<file path="config.mk">
export PLATFORM = sky130hd
export DESIGN_NAME = ikaopll_bus_sequencer_flat
export DESIGN_NICKNAME = d
export VERILOG_FILES = /design/src/rtl/ikaopll_bus_sequencer_if.sv /design/src/rtl/ikaopll_bus_sequencer.sv /design/src/flat_wrapper.sv
export SDC_FILE = /design/constraint.sdc
export NUM_CORES = 1
export LEC_CHECK = 0
export BUFFER_PORTS_ARGS = -buffer_cell sky130_fd_sc_hd__buf_2
export CAP_MARGIN = 20
export CORE_ASPECT_RATIO = 0.5
export CORE_MARGIN = 5
export CORE_UTILIZATION = 40
export CTS_CLUSTER_DIAMETER = 40
export CTS_CLUSTER_SIZE = 8
export DETAILED_ROUTE_END_ITERATION = 10
export PLACE_DENSITY = 0.65
export SYNTH_ARGS = -nofsm -noshare
export SYNTH_HDL_FRONTEND = slang
export SYNTH_SLANG_ARGS = --single-unit
</file>
<file path="constraint.sdc">
create_clock -name i_EMUCLK -period 7.97 [get_ports i_EMUCLK]
set_input_delay 0.3985 -clock i_EMUCLK [delete_from_list [all_inputs] [get_ports i_EMUCLK]]
set_output_delay 0.3985 -clock i_EMUCLK [all_outputs]
set_load 0.02 [all_outputs]
</file>
<file path="src/rtl/ikaopll_bus_sequencer_if.sv">
// Host request handshake and IKAOPLL write-bus signals for the bus sequencer.
// The master side is the host/core pair and the slave side is the sequencer.
interface ikaopll_bus_sequencer_if #(
  parameter int FIFO_DEPTH_LOG2 = 4
);
  logic                     req_valid;
  logic                     req_ready;
  logic [7:0]               req_addr;
  logic [7:0]               req_data;
  logic [FIFO_DEPTH_LOG2:0] fifo_level;
  logic                     busy;
  logic                     cs_n;
  logic                     wr_n;
  logic                     a0;
  logic [7:0]               d;

  modport master (
    output req_valid, req_addr, req_data,
    input  req_ready, fifo_level, busy, cs_n, wr_n, a0, d
  );

  modport slave (
    input  req_valid, req_addr, req_data,
    output req_ready, fifo_level, busy, cs_n, wr_n, a0, d
  );
endinterface

</file>
<file path="src/rtl/ikaopll_bus_sequencer.sv">
// Queues (addr, data) register writes and replays each as a timed YM2413 address/data
// write pair; all strobe widths and waits are counted in phiM ticks.
module ikaopll_bus_sequencer #(
  parameter int FIFO_DEPTH_LOG2 = 4,
  parameter int WR_PULSE        = 2,
  parameter int ADDR_WAIT       = 12,
  parameter int DATA_WAIT       = 84
) (
  input  logic                    i_EMUCLK,
  input  logic                    i_RST,
  input  logic                    i_phiM_PCEN_n,
  ikaopll_bus_sequencer_if.slave  bus
);
  localparam int DEPTH   = 1 << FIFO_DEPTH_LOG2;
  localparam int WAIT_MX = (ADDR_WAIT > DATA_WAIT) ? ADDR_WAIT : DATA_WAIT;
  localparam int CNT_MAX = (WAIT_MX > WR_PULSE) ? WAIT_MX : WR_PULSE;
  localparam int CNT_W   = $clog2(CNT_MAX + 1);

  localparam logic [FIFO_DEPTH_LOG2:0] FULL_LEVEL = (FIFO_DEPTH_LOG2 + 1)'(DEPTH);
  localparam logic [CNT_W-1:0] PULSE_LD = CNT_W'(WR_PULSE - 1);
  localparam logic [CNT_W-1:0] AWAIT_LD = CNT_W'(ADDR_WAIT - 1);
  localparam logic [CNT_W-1:0] DWAIT_LD = CNT_W'(DATA_WAIT - 1);

  typedef struct packed {
    logic [7:0] addr;
    logic [7:0] data;
  } req_t;

  typedef enum logic [2:0] {
    IDLE, A_SETUP, A_STROBE, A_WAIT, D_SETUP, D_STROBE, D_WAIT
  } state_t;

  req_t                       mem [DEPTH];
  logic [FIFO_DEPTH_LOG2-1:0] wr_ptr, rd_ptr;
  logic [FIFO_DEPTH_LOG2:0]   level;
  req_t                       head;
  logic                       tick, push, pop, fifo_full, fifo_empty;

  state_t           state, state_nxt;
  logic [CNT_W-1:0] cnt, cnt_nxt;
  logic [7:0]       data_q;
  logic             cs_n_q, wr_n_q, a0_q;
  logic [7:0]       d_q;
  logic             cs_n_nxt, wr_n_nxt, a0_nxt;
  logic [7:0]       d_nxt;

  assign tick       = ~i_phiM_PCEN_n;
  assign fifo_full  = (level == FULL_LEVEL);
  assign fifo_empty = (level == '0);
  assign push       = bus.req_valid & ~fifo_full;
  assign head       = mem[rd_ptr];

  always_ff @(posedge i_EMUCLK) begin
    if (push) mem[wr_ptr] <= '{addr: bus.req_addr, data: bus.req_data};
  end

  // State register: FIFO pointers, FSM, counter and registered bus outputs.
  always_ff @(posedge i_EMUCLK) begin
    if (i_RST) begin
      wr_ptr <= '0;
      rd_ptr <= '0;
      level  <= '0;
      state  <= IDLE;
      cnt    <= '0;
      data_q <= '0;
      cs_n_q <= 1'b1;
      wr_n_q <= 1'b1;
      a0_q   <= 1'b0;
      d_q    <= '0;
    end else begin
      if (push) wr_ptr <= wr_ptr + 1'b1;
      if (pop) begin
        rd_ptr <= rd_ptr + 1'b1;
        data_q <= head.data;
      end
      case ({push, pop})
        2'b10:   level <= level + 1'b1;
        2'b01:   level <= level - 1'b1;
        default: level <= level;
      endcase
      state  <= state_nxt;
      cnt    <= cnt_nxt;
      cs_n_q <= cs_n_nxt;
      wr_n_q <= wr_n_nxt;
      a0_q   <= a0_nxt;
      d_q    <= d_nxt;
    end
  end

  // Next state; counters only ever decrement from a nonzero value, so they park at 0.
  always_comb begin
    state_nxt = state;
    cnt_nxt   = cnt;
    pop       = 1'b0;
    if (tick) begin
      case (state)
        IDLE: begin
          if (!fifo_empty) begin
            pop       = 1'b1;
            state_nxt = A_SETUP;
          end
        end
        A_SETUP: begin
          state_nxt = A_STROBE;
          cnt_nxt   = PULSE_LD;
        end
        A_STROBE: begin
          if (cnt == '0) begin
            state_nxt = A_WAIT;
            cnt_nxt   = AWAIT_LD;
          end else begin
            cnt_nxt = cnt - 1'b1;
          end
        end
        A_WAIT: begin
          if (cnt == '0) state_nxt = D_SETUP;
          else           cnt_nxt   = cnt - 1'b1;
        end
        D_SETUP: begin
          state_nxt = D_STROBE;
          cnt_nxt   = PULSE_LD;
        end
        D_STROBE: begin
          if (cnt == '0) begin
            state_nxt = D_WAIT;
            cnt_nxt   = DWAIT_LD;
          end else begin
            cnt_nxt = cnt - 1'b1;
          end
        end
        D_WAIT: begin
          if (cnt != '0) begin
            cnt_nxt = cnt - 1'b1;
          end else if (!fifo_empty) begin
            pop       = 1'b1;
            state_nxt = A_SETUP;
          end else begin
            state_nxt = IDLE;
          end
        end
        default: state_nxt = IDLE;
      endcase
    end
  end

  // Output logic: next values of the registered bus pins.
  always_comb begin
    cs_n_nxt = cs_n_q;
    wr_n_nxt = wr_n_q;
    a0_nxt   = a0_q;
    d_nxt    = d_q;
    if (tick) begin
      case (state)
        IDLE, D_WAIT: begin
          if (pop) begin
            cs_n_nxt = 1'b0;
            wr_n_nxt = 1'b1;
            a0_nxt   = 1'b0;
            d_nxt    = head.addr;
          end else if (state == D_WAIT && cnt == '0) begin
            cs_n_nxt = 1'b1;
            wr_n_nxt = 1'b1;
          end
        end
        A_SETUP, D_SETUP: wr_n_nxt = 1'b0;
        A_STROBE, D_STROBE: begin
          if (cnt == '0) begin
            wr_n_nxt = 1'b1;
            cs_n_nxt = 1'b1;
          end
        end
        A_WAIT: begin
          if (cnt == '0) begin
            cs_n_nxt = 1'b0;
            a0_nxt   = 1'b1;
            d_nxt    = data_q;
          end
        end
        default: ;
      endcase
    end
  end

  assign bus.req_ready  = ~fifo_full;
  assign bus.fifo_level = level;
  assign bus.busy       = (state != IDLE) | ~fifo_empty;
  assign bus.cs_n       = cs_n_q;
  assign bus.wr_n       = wr_n_q;
  assign bus.a0         = a0_q;
  assign bus.d          = d_q;
endmodule
</file>
<file path="src/flat_wrapper.sv">
// flat-port wrapper written by rule: the top's interface ports become plain ports
module ikaopll_bus_sequencer_flat 
#(
  parameter int FIFO_DEPTH_LOG2 = 4,
  parameter int WR_PULSE        = 2,
  parameter int ADDR_WAIT       = 12,
  parameter int DATA_WAIT       = 84
)
  (i_EMUCLK, i_RST, i_phiM_PCEN_n, bus_req_valid, bus_req_addr, bus_req_data, bus_req_ready, bus_fifo_level, bus_busy, bus_cs_n, bus_wr_n, bus_a0, bus_d);
  ikaopll_bus_sequencer_if #(.FIFO_DEPTH_LOG2(FIFO_DEPTH_LOG2)) bus_i ();
  input  logic i_EMUCLK;
  input  logic i_RST;
  input  logic i_phiM_PCEN_n;
  input wire logic [$bits(bus_i.req_valid)-1:0] bus_req_valid;
  input wire logic [$bits(bus_i.req_addr)-1:0] bus_req_addr;
  input wire logic [$bits(bus_i.req_data)-1:0] bus_req_data;
  output wire logic [$bits(bus_i.req_ready)-1:0] bus_req_ready;
  output wire logic [$bits(bus_i.fifo_level)-1:0] bus_fifo_level;
  output wire logic [$bits(bus_i.busy)-1:0] bus_busy;
  output wire logic [$bits(bus_i.cs_n)-1:0] bus_cs_n;
  output wire logic [$bits(bus_i.wr_n)-1:0] bus_wr_n;
  output wire logic [$bits(bus_i.a0)-1:0] bus_a0;
  output wire logic [$bits(bus_i.d)-1:0] bus_d;
  assign bus_i.req_valid = bus_req_valid;
  assign bus_i.req_addr = bus_req_addr;
  assign bus_i.req_data = bus_req_data;
  assign bus_req_ready = bus_i.req_ready;
  assign bus_fifo_level = bus_i.fifo_level;
  assign bus_busy = bus_i.busy;
  assign bus_cs_n = bus_i.cs_n;
  assign bus_wr_n = bus_i.wr_n;
  assign bus_a0 = bus_i.a0;
  assign bus_d = bus_i.d;
  ikaopll_bus_sequencer #(.FIFO_DEPTH_LOG2(FIFO_DEPTH_LOG2), .WR_PULSE(WR_PULSE), .ADDR_WAIT(ADDR_WAIT), .DATA_WAIT(DATA_WAIT)) u_core (.i_EMUCLK(i_EMUCLK), .i_RST(i_RST), .i_phiM_PCEN_n(i_phiM_PCEN_n), .bus(bus_i));
endmodule
</file>
==> results.yml, run 1 <==
run_status:
  status: "completed"
setup_path:
  cp.arrival_ns: 4.57
  critPathCaptureType: "register"
  critPathKind: "reg2reg"
  startpoint_type: "register"
  cp_max_fo: 25
  required_ns: 8.39
  crit_start: "u_core.state[1]"
  r2r-start: "u_core.state[1]"
yosys:
  avgSynthCellArea_um2: 16.9
  synth_nets: 758
  synthArstFlopShare: 0
  synthCells: 728
  yosys.area.top_type: "edfxtp_1"
  ys.flop_type: "edfxtp_1"
  synth_top_area_frac: 0.626
  ys_types: 65
  synth_edf_count: 256
  ys_ff_latch: 302
  synth_area_mm2: 0.0123
  ys_warn_count: 0
  synth_area_leaders: "edfxtp_1 63%, mux4_2 12%, dfxtp_1 7.5%"
  seq_area_frac_synth: 0.701
layout:
  regArea_mm2: 0.00861
  nNetsFinal: 818
  finish.utilization: 0.471
  multi_input_area_mm2: 0.00350
  design_area_mm2: 0.0143
  drive_gt1_frac: 0.253
  fillers: 2504
  final-instance-count-excl-fill: 1201
  areaGrowthSynthToFinish_pct: 16.2
  diodes: 0
route:
  drt-initial-drc-count: 564
  drc: 0
  dr.pass1.iters: 5
  postRouteAntennaNets: 0
  vias: 6732
  drt_wl_total_um: 26800
  vias_per_cell: 5.61
  avgRoutedWirePerCell_um: 22.3
clocking:
  clk_latency_ns: 0.53
  htreeDepth: 2
  cts_resized: 0
  cts-root-buf: "clkbuf_16"
  ctsHoldBuffers: 0
  numCtsBuffers: 45
  cts_tree: "built"
  cts_setup_buffers: 0
  cts_buffer_depth: 3
  cts.sink_count: 302
  clkTransAtPathRegs_ns: 0.05
place:
  place_inst: 1140
  dpl_cell_area_mm2: 0.0130
  dp_hpwl_um: 15200
  io_buffer_count: 37
  gp_congestion: 0.830
  dpl_worst_slack_ns: 3.83
power_and_ir_drop:
  leakagePower_nw: 4.60
  switching_share: 0.298
  power_mw: 4.89
  internal-power_mw: 3.43
  ir_worst_vdd_mv: 0.159
  p_clk_frac: 0.351
  switchingPower_mw: 1.46
  p_per_area_mw_per_mm2: 343
  sequentialPowerShare: 0.407
  p_comb_frac: 0.242
timing:
  hold_ws_ns: 0.234
  rsz0062_at_grt: "false"
  fin_ws_ns: 3.82
  skew_ns: 0.0115
  slew_viol_final: 0
  fin_tns_setup_ns: 0
  final_hold_viol_count: 0
  slew_headroom: 0.340
  report.final.setup_viol: 0
  period_needed_ns: 4.15
  worstMarginPinSlew_ns: 0.986
  finalCritPeriodShare: 0.521
  max_freq_mhz: 241
die:
  core_mm2: 0.0303
  dieHeight_um: 134
  die_area_mm2: 0.0345
  fp.dieW_um: 258
  pin_count: 38
  start_util: 0.406
  rows: 45
global_route:
  grt_use_total: 0.157
  grt_max_degree: 48
  grt_pass1_wl_um: 41300
  antenna_found_initial: 1
  grt_pass1_vias: 6821
  overflow: 0
run:
  max_cap_violations: 0
min_path:
  hp-class: "in2reg"
  min_from: "bus_req_data[7]"
cell usage in the layout (no fill, tap or decap), types with 12 or more instances in the layout:
cell type | synthesis | layout
a21oi_1 | 29 | 29
buf_2 | 12 | 37
buf_4 | 2 | 20
clkbuf_16 | 0 | 45
dfxtp_1 | 46 | 44
edfxtp_1 | 256 | 256
mux2i_1 | 35 | 35
mux4_2 | 64 | 64
nand2_1 | 26 | 26
nand3_1 | 12 | 12
nor2_1 | 64 | 52
nor2_2 | 0 | 12
o21ai_0 | 19 | 19
synthesized netlist by cell type (2+ instances only):
cell type / count
edfxtp_1: 256
mux4_2: 64
nor2_1: 64
dfxtp_1: 46
mux2i_1: 35
a21oi_1: 29
nand2_1: 26
clkbuf_1: 23
o21ai_0: 19
buf_2: 12
nand3_1: 12
o31ai_1: 11
ha_1: 10
inv_1: 10
nor3_1: 10
a311oi_1: 8
buf_1: 6
nor2b_1: 6
xnor2_1: 6
xor2_1: 6
a211oi_1: 4
and2_1: 4
or3_1: 4
nand2b_1: 3
o211ai_1: 3
a21o_1: 2
a22oi_1: 2
a31oi_1: 2
buf_4: 2
nand3b_1: 2
nand4_1: 2
nor4_1: 2
nor4_2: 2
nor4b_1: 2
nor4bb_1: 2
or4_1: 2
layout make-up:
type	count	share of cell area
multi-input cells	372	0.246
well taps	399	0.0350
flip-flops and latches	302	0.603
clock buffers	55	0.0815
repair buffers	57	0.0235
clock inverters	6	0.00850
inverters	10	0.00263
flip-flops by register name, indices dropped and copies added, names as in the netlist, named ones only:
name / flops
u_core.bus.wr_n: 1
u_core.bus.cs_n: 1
u_core.state: 3
u_core.wr_ptr: 4
u_core.rd_ptr: 4
u_core.cnt: 7
u_core.mem: 256
u_core.bus.a0: 1
u_core.bus.d: 8
u_core.bus.fifo_level: 5
u_core.data_q: 8
layer usage:
layer,global-route usage,share of wire
met1,0.212,0.44
met2,0.263,0.49
met3,0.0348,0.051
met4,0.0403,0.016
met5,0,0.00048
cells by family (layout without fill, tap and decap cells):
logic type      Yosys count  in the layout  synth area share
flops                   302            302             0.701
simple gates            152            152            0.0611
mux                     100            100             0.147
compound gates           97             97            0.0531
buf+inv                  54            128            0.0189
xor+xnor                 12             12           0.00855
fa+ha+maj                11             11            0.0110
worst max-delay path: stages, from the launching register on:
cell      delay, ns
dfxtp_1        0.83
and2_1         0.24
a31oi_1        0.18
nor4_4         0.77
ha_1           0.50
xor2_1         0.12
ha_1           0.25
or3b_2         0.45
a21oi_1        0.14
o21bai_1       0.09
a21oi_1        0.13
mux2_2         0.34
power by group through the flow:
stage                     clock, mW  sequential [mW]  combinational [mW]
after detailed placement          0             2.02                1.18
final                          1.72             1.99                1.19
after global placement            0             2.01                1.17
after global routing           1.83             2.01                1.29
after floorplan                   0             1.95               0.927
after CTS                      1.75             1.99                1.19
path summary, 6_finish.rpt:
| path | to | slack (ns) | cells past startpoint |
|---|---|---|---|
| setup / recovery | u_core.bus.fifo_level[4] | 3.82 | 11 |
| hold / removal | u_core.mem[3][7] | 0.23 | 1 |
| setup reg to reg | u_core.bus.fifo_level[4] | 3.82 | 11 |
| hold reg to reg | u_core.bus.a0 | 0.46 | 2 |
Power figures use the tool's default switching activity.
==> inputs of run 2 (changes only) <==
Settings changed: PLACE_DENSITY 0.65 to 0.67.
Clock period 7.97 ns to 3.8 ns, I/O delays scaled along.
==> results.yml, run 2 (same netlist as run 1, synthesis figures left out) <==
global_route:
  top_usage_layer: "met2"
  globalRouteMet2Util: 0.250
  grt_pass1_vias: 6972
  grt_use_met3: 0.0310
  overflow: 0
  grt_max_degree: 46
  grt_use_total: 0.160
  antenna_found_initial: 1
  grt.met1_usage: 0.229
  grt_pass1_wl_um: 42100
clocking:
  ctsHoldBuffers: 0
  htreeDepth: 2
  cts_setup_buffers: 0
  cts_resized: 0
  cts_buffer_depth: 3
  clk_latency_ns: 0.54
  cts-root-buf: "clkbuf_16"
  cts.sink_count: 302
  cts_tree: "built"
  clkTransAtPathRegs_ns: 0.05
  numCtsBuffers: 44
layout:
  multi_input_area_mm2: 0.00350
  fillers: 2483
  nNetsFinal: 826
  design_area_mm2: 0.0143
  areaGrowthSynthToFinish_pct: 16.5
  final_cell_mix: "256 x edfxtp_1, 64 x mux4_2, 52 x nor2_1"
  final_common_cell: "edfxtp_1"
  diodes: 0
  regArea_mm2: 0.00861
  finish.utilization: 0.473
  largest_reg_flops: 256
  regMostFlops: "u_core.mem"
  drive_gt1_frac: 0.259
run:
  max_cap_violations: 0
timing:
  period_needed_ns: 3.44
  slew_viol_final: 0
  finalCritPeriodShare: 0.906
  report.final.setup_viol: 0
  worstMarginPinSlew_ns: 1.06
  max_freq_mhz: 290
  rsz0062_at_grt: "false"
  fin_tns_setup_ns: 0
  skew_ns: 0.0160
  hold_ws_ns: 0.0278
  final_hold_viol_count: 0
  slew_headroom: 0.289
route:
  vias: 6886
  drt-initial-drc-count: 633
  vias_per_cell: 5.70
  drt_wl_total_um: 27500
  avgRoutedWirePerCell_um: 22.7
  dr.pass1.iters: 5
  postRouteAntennaNets: 0
  drc: 0
die:
  start_util: 0.406
  rows: 45
  dieHeight_um: 134
  die_area_mm2: 0.0345
  core_mm2: 0.0303
  fp.dieW_um: 258
  pin_count: 38
setup_path:
  startpoint_type: "register"
  required_ns: 4.21
  cp_num_buf_inv: 1
  cp_slowest_cell: "or3b_2"
  crit_family: "compound AO/OA/AOI/OAI gates"
  critPathCaptureType: "register"
  critPathKind: "reg2reg"
  cp_max_fo: 8
  crit_chain: "inv_1 > ha_1 > nor2b_1 > a31oi_1 > nor4_4 > ha_1 > xor2_1 > ha_1 > or3b_2 > a21oi_1 > o21bai_1 > a21oi_1 > mux2_2"
  cp_slowest_stage_delay_ns: 0.45
  cp.arrival_ns: 3.86
  critPathMostFrequentCell: "ha_1"
min_path:
  hp-class: "in2reg"
power_and_ir_drop:
  ir_worst_vdd_mv: 0.315
  p_per_area_mw_per_mm2: 711
  leakagePower_nw: 4.64
place:
  dpl_cell_area_mm2: 0.0131
  dp_hpwl_um: 16100
  gp_congestion: 0.828
  io_buffer_count: 37
run_status:
  status: "completed"
-- run 2: cell types whose count changed in the layout (fill, tap and decap cells not counted), sizes merged --
cell	before	now
clkbuf	55	56
buf	57	66
bufinv	2	0
inv	10	11
clkinvlp	2	0
clkinv	2	3
-- run 2: cell type report --
| class | instances | share of cell area |
|---|---|---|
| Tap cell | 399 | 0.0349 |
| Sequential cell | 302 | 0.601 |
| Multi-Input combinational cell | 372 | 0.245 |
| Clock buffer | 56 | 0.0814 |
| Clock inverter | 4 | 0.00411 |
| Timing Repair Buffer | 66 | 0.0308 |
| Inverter | 10 | 0.00262 |
-- run 2: metal layers --
| metal | part of all wire | wire (um) |
|---|---|---|
| met1 | 0.44 | 12000 |
| met2 | 0.46 | 12800 |
| met3 | 0.078 | 2150 |
| met4 | 0.021 | 572 |
| met5 | 0.00047 | 13 |
-- run 2: path summary, 6_finish.rpt --
check	from	endpoint	slack, ns	cells after the start
max reg2reg	u_core.cnt[0]	u_core.bus.fifo_level[4]	0.36	13
min reg2reg	u_core.bus.d[1]	u_core.bus.d[1]	0.47	2
min	bus_req_data[5]	u_core.mem[7][5]	0.03	1
max	u_core.cnt[0]	u_core.bus.fifo_level[4]	0.36	13
-- run 2: power by group --
part	switching (mW)	internal (mW)	leakage, nW
sequential	0.252	3.86	2.69
clock	1.31	2.12	0.595
combinational	1.48	1.16	1.35
-- run 2: metrics by stage --
step	setup WS [ns]	cells	total power, mW
after floorplan	0.318	728	6.04
after global placement	0.542	1149	6.74
after detailed placement	0.441	1149	6.80
after CTS	0.410	1209	10.3
after global routing	0.247	1209	10.7
final	0.357	1209	10.2
==> inputs of run 3 (changes only) <==
Settings changed: MAX_ROUTING_LAYER from default to met4.
==> results.yml, run 3 (same netlist as run 1, synthesis figures left out) <==
place:
  gp_congestion: 0.836
  place_inst: 1149
  dpl_worst_slack_ns: 0.428
  io_buffer_count: 37
  dp_hpwl_um: 16400
power_and_ir_drop:
  switching_share: 0.297
  p_comb_frac: 0.256
  p_per_area_mw_per_mm2: 715
  internal-power_mw: 7.20
  switchingPower_mw: 3.05
  sequentialPowerShare: 0.402
  leakagePower_nw: 4.64
  p_clk_frac: 0.342
  ir_worst_vdd_mv: 0.314
clocking:
  cts_buffer_depth: 3
  cts_setup_buffers: 0
  clkTransAtPathRegs_ns: 0.05
  clk_latency_ns: 0.54
  htreeDepth: 2
  ctsHoldBuffers: 0
  numCtsBuffers: 44
  cts-root-buf: "clkbuf_16"
  cts.sink_count: 302
  cts_tree: "built"
  cts_resized: 0
setup_path:
  r2r-start: "u_core.bus.fifo_level[0]"
  critPathCaptureType: "register"
  crit_start: "u_core.bus.fifo_level[0]"
  r2r_slack_ns: 0.38
  cp_max_fo: 8
  crit_chain: "or4_4 > nor2_1 > nor4_4 > ha_1 > xor2_1 > ha_1 > or3b_2 > a21oi_1 > o21bai_1 > a21oi_1 > mux2_2"
  critPathKind: "reg2reg"
  r2r-end: "u_core.bus.fifo_level[4]"
  cp.arrival_ns: 3.84
  cp_slowest_cell: "or4_4"
  startpoint_type: "register"
  required_ns: 4.22
  r2r_cells: 11
  cp_slowest_stage_delay_ns: 0.58
global_route:
  grt_pass1_wl_um: 41100
  antenna_found_initial: 1
  overflow: 0
  grt_use_total: 0.161
  grt_pass1_vias: 6941
  grt_max_degree: 44
route:
  dr.pass1.iters: 5
  drc: 0
  drt-initial-drc-count: 513
  avgRoutedWirePerCell_um: 22.3
  drt_wl_total_um: 27000
  vias: 6812
  vias_per_cell: 5.63
  postRouteAntennaNets: 0
timing:
  final_hold_viol_count: 0
  slew_viol_final: 0
  worstMarginPinSlew_ns: 0.913
  finalCritPeriodShare: 0.901
  fin_ws_ns: 0.377
  fin_tns_setup_ns: 0
  skew_ns: 0.0176
  report.final.setup_viol: 0
  rsz0062_at_grt: "false"
  period_needed_ns: 3.42
  max_freq_mhz: 292
  slew_headroom: 0.389
layout:
  nNetsFinal: 826
  regMostFlops: "u_core.mem"
  areaGrowthSynthToFinish_pct: 16.7
  final-instance-count-excl-fill: 1210
  regArea_mm2: 0.00861
  largest_reg_flops: 256
  final_cell_mix: "256 x edfxtp_1, 64 x mux4_2, 52 x nor2_1"
  multi_input_area_mm2: 0.00350
  fillers: 2503
  final_common_cell: "edfxtp_1"
  drive_gt1_frac: 0.259
min_path:
  min_to: "u_core.mem[13][6]"
  worstHoldPathCells: 1
  min_from: "bus_req_data[6]"
  hp-class: "in2reg"
die:
  fp.dieW_um: 258
  core_mm2: 0.0303
  dieHeight_um: 134
  rows: 45
  start_util: 0.406
  pin_count: 38
  die_area_mm2: 0.0345
run_status:
  status: "completed"
run:
  max_cap_violations: 0
## run 3: changes by cell type in the layout (fill, tap and decap cells not counted)
cell | before | now
clkinv_2 | 1 | 0
bufinv_16 | 0 | 1
buf_4 | 26 | 27
diode_2 | 0 | 1
buf_12 | 3 | 2
## run 3: power by group through the flow
| stage | clock network (mW) | logic, mW | registers [mW] |
|---|---|---|---|
| 2_1_floorplan | 0 | 1.94 | 4.10 |
| 3_3_place_gp | 0 | 2.58 | 4.16 |
| 3_5_place_dp | 0 | 2.62 | 4.18 |
| 4_1_cts | 3.58 | 2.63 | 4.12 |
| 5_1_grt | 3.74 | 2.87 | 4.15 |
| 6_report | 3.51 | 2.62 | 4.12 |
## run 3: metrics by stage
step	utilization	total power [mW]	area [um^2]	hold slack (ns)
2_1_floorplan	-	6.04	12300	0.289
3_3_place_gp	0.432	6.75	13100	0.472
3_5_place_dp	0.432	6.80	13100	0.481
4_1_cts	0.473	10.3	14300	0.00709
5_1_grt	0.473	10.8	14300	0.0267
6_report	0.473	10.2	14300	0.0300
## run 3: routing by layer
metal | vias to the layer above | wire length [um] | track usage
met5 | - | 0 | -
li1 | 3022 | - | -
met2 | 241 | 12700 | 0.252
met4 | 0 | 494 | 0.0424
met3 | 47 | 2040 | 0.0416
met1 | 3502 | 11700 | 0.214
## run 3: cell type report
| type | instances | share of cell area |
|---|---|---|
| timing repair buffer | 66 | 0.0299 |
| sequential | 302 | 0.601 |
| clock inverter | 4 | 0.00585 |
| inverter | 10 | 0.00262 |
| multi-input combinational | 372 | 0.244 |
| clock buffer | 56 | 0.0813 |
| antenna | 1 | 0.000175 |
| tap | 399 | 0.0348 |
## run 3: critical path, delay by kind of cell, from the launching register on
kind / cells / cell delay (ns)
flip-flops: 1 / 0.38
AND/OR/NAND/NOR: 4 / 1.45
AO/OA/AOI/OAI: 3 / 0.38
multiplexers: 1 / 0.35
XOR/XNOR: 1 / 0.19
adder cells (fa/ha/maj): 2 / 0.55
## run 3: how the worst max path moves through the flow
stage | end | cells after the start
after floorplan | u_core.bus.fifo_level[4] | 14
after global routing | u_core.bus.fifo_level[4] | 13
final | u_core.bus.fifo_level[4] | 11
after CTS | u_core.bus.fifo_level[4] | 11
after global placement | u_core.bus.fifo_level[4] | 13
after detailed placement | u_core.bus.fifo_level[4] | 11
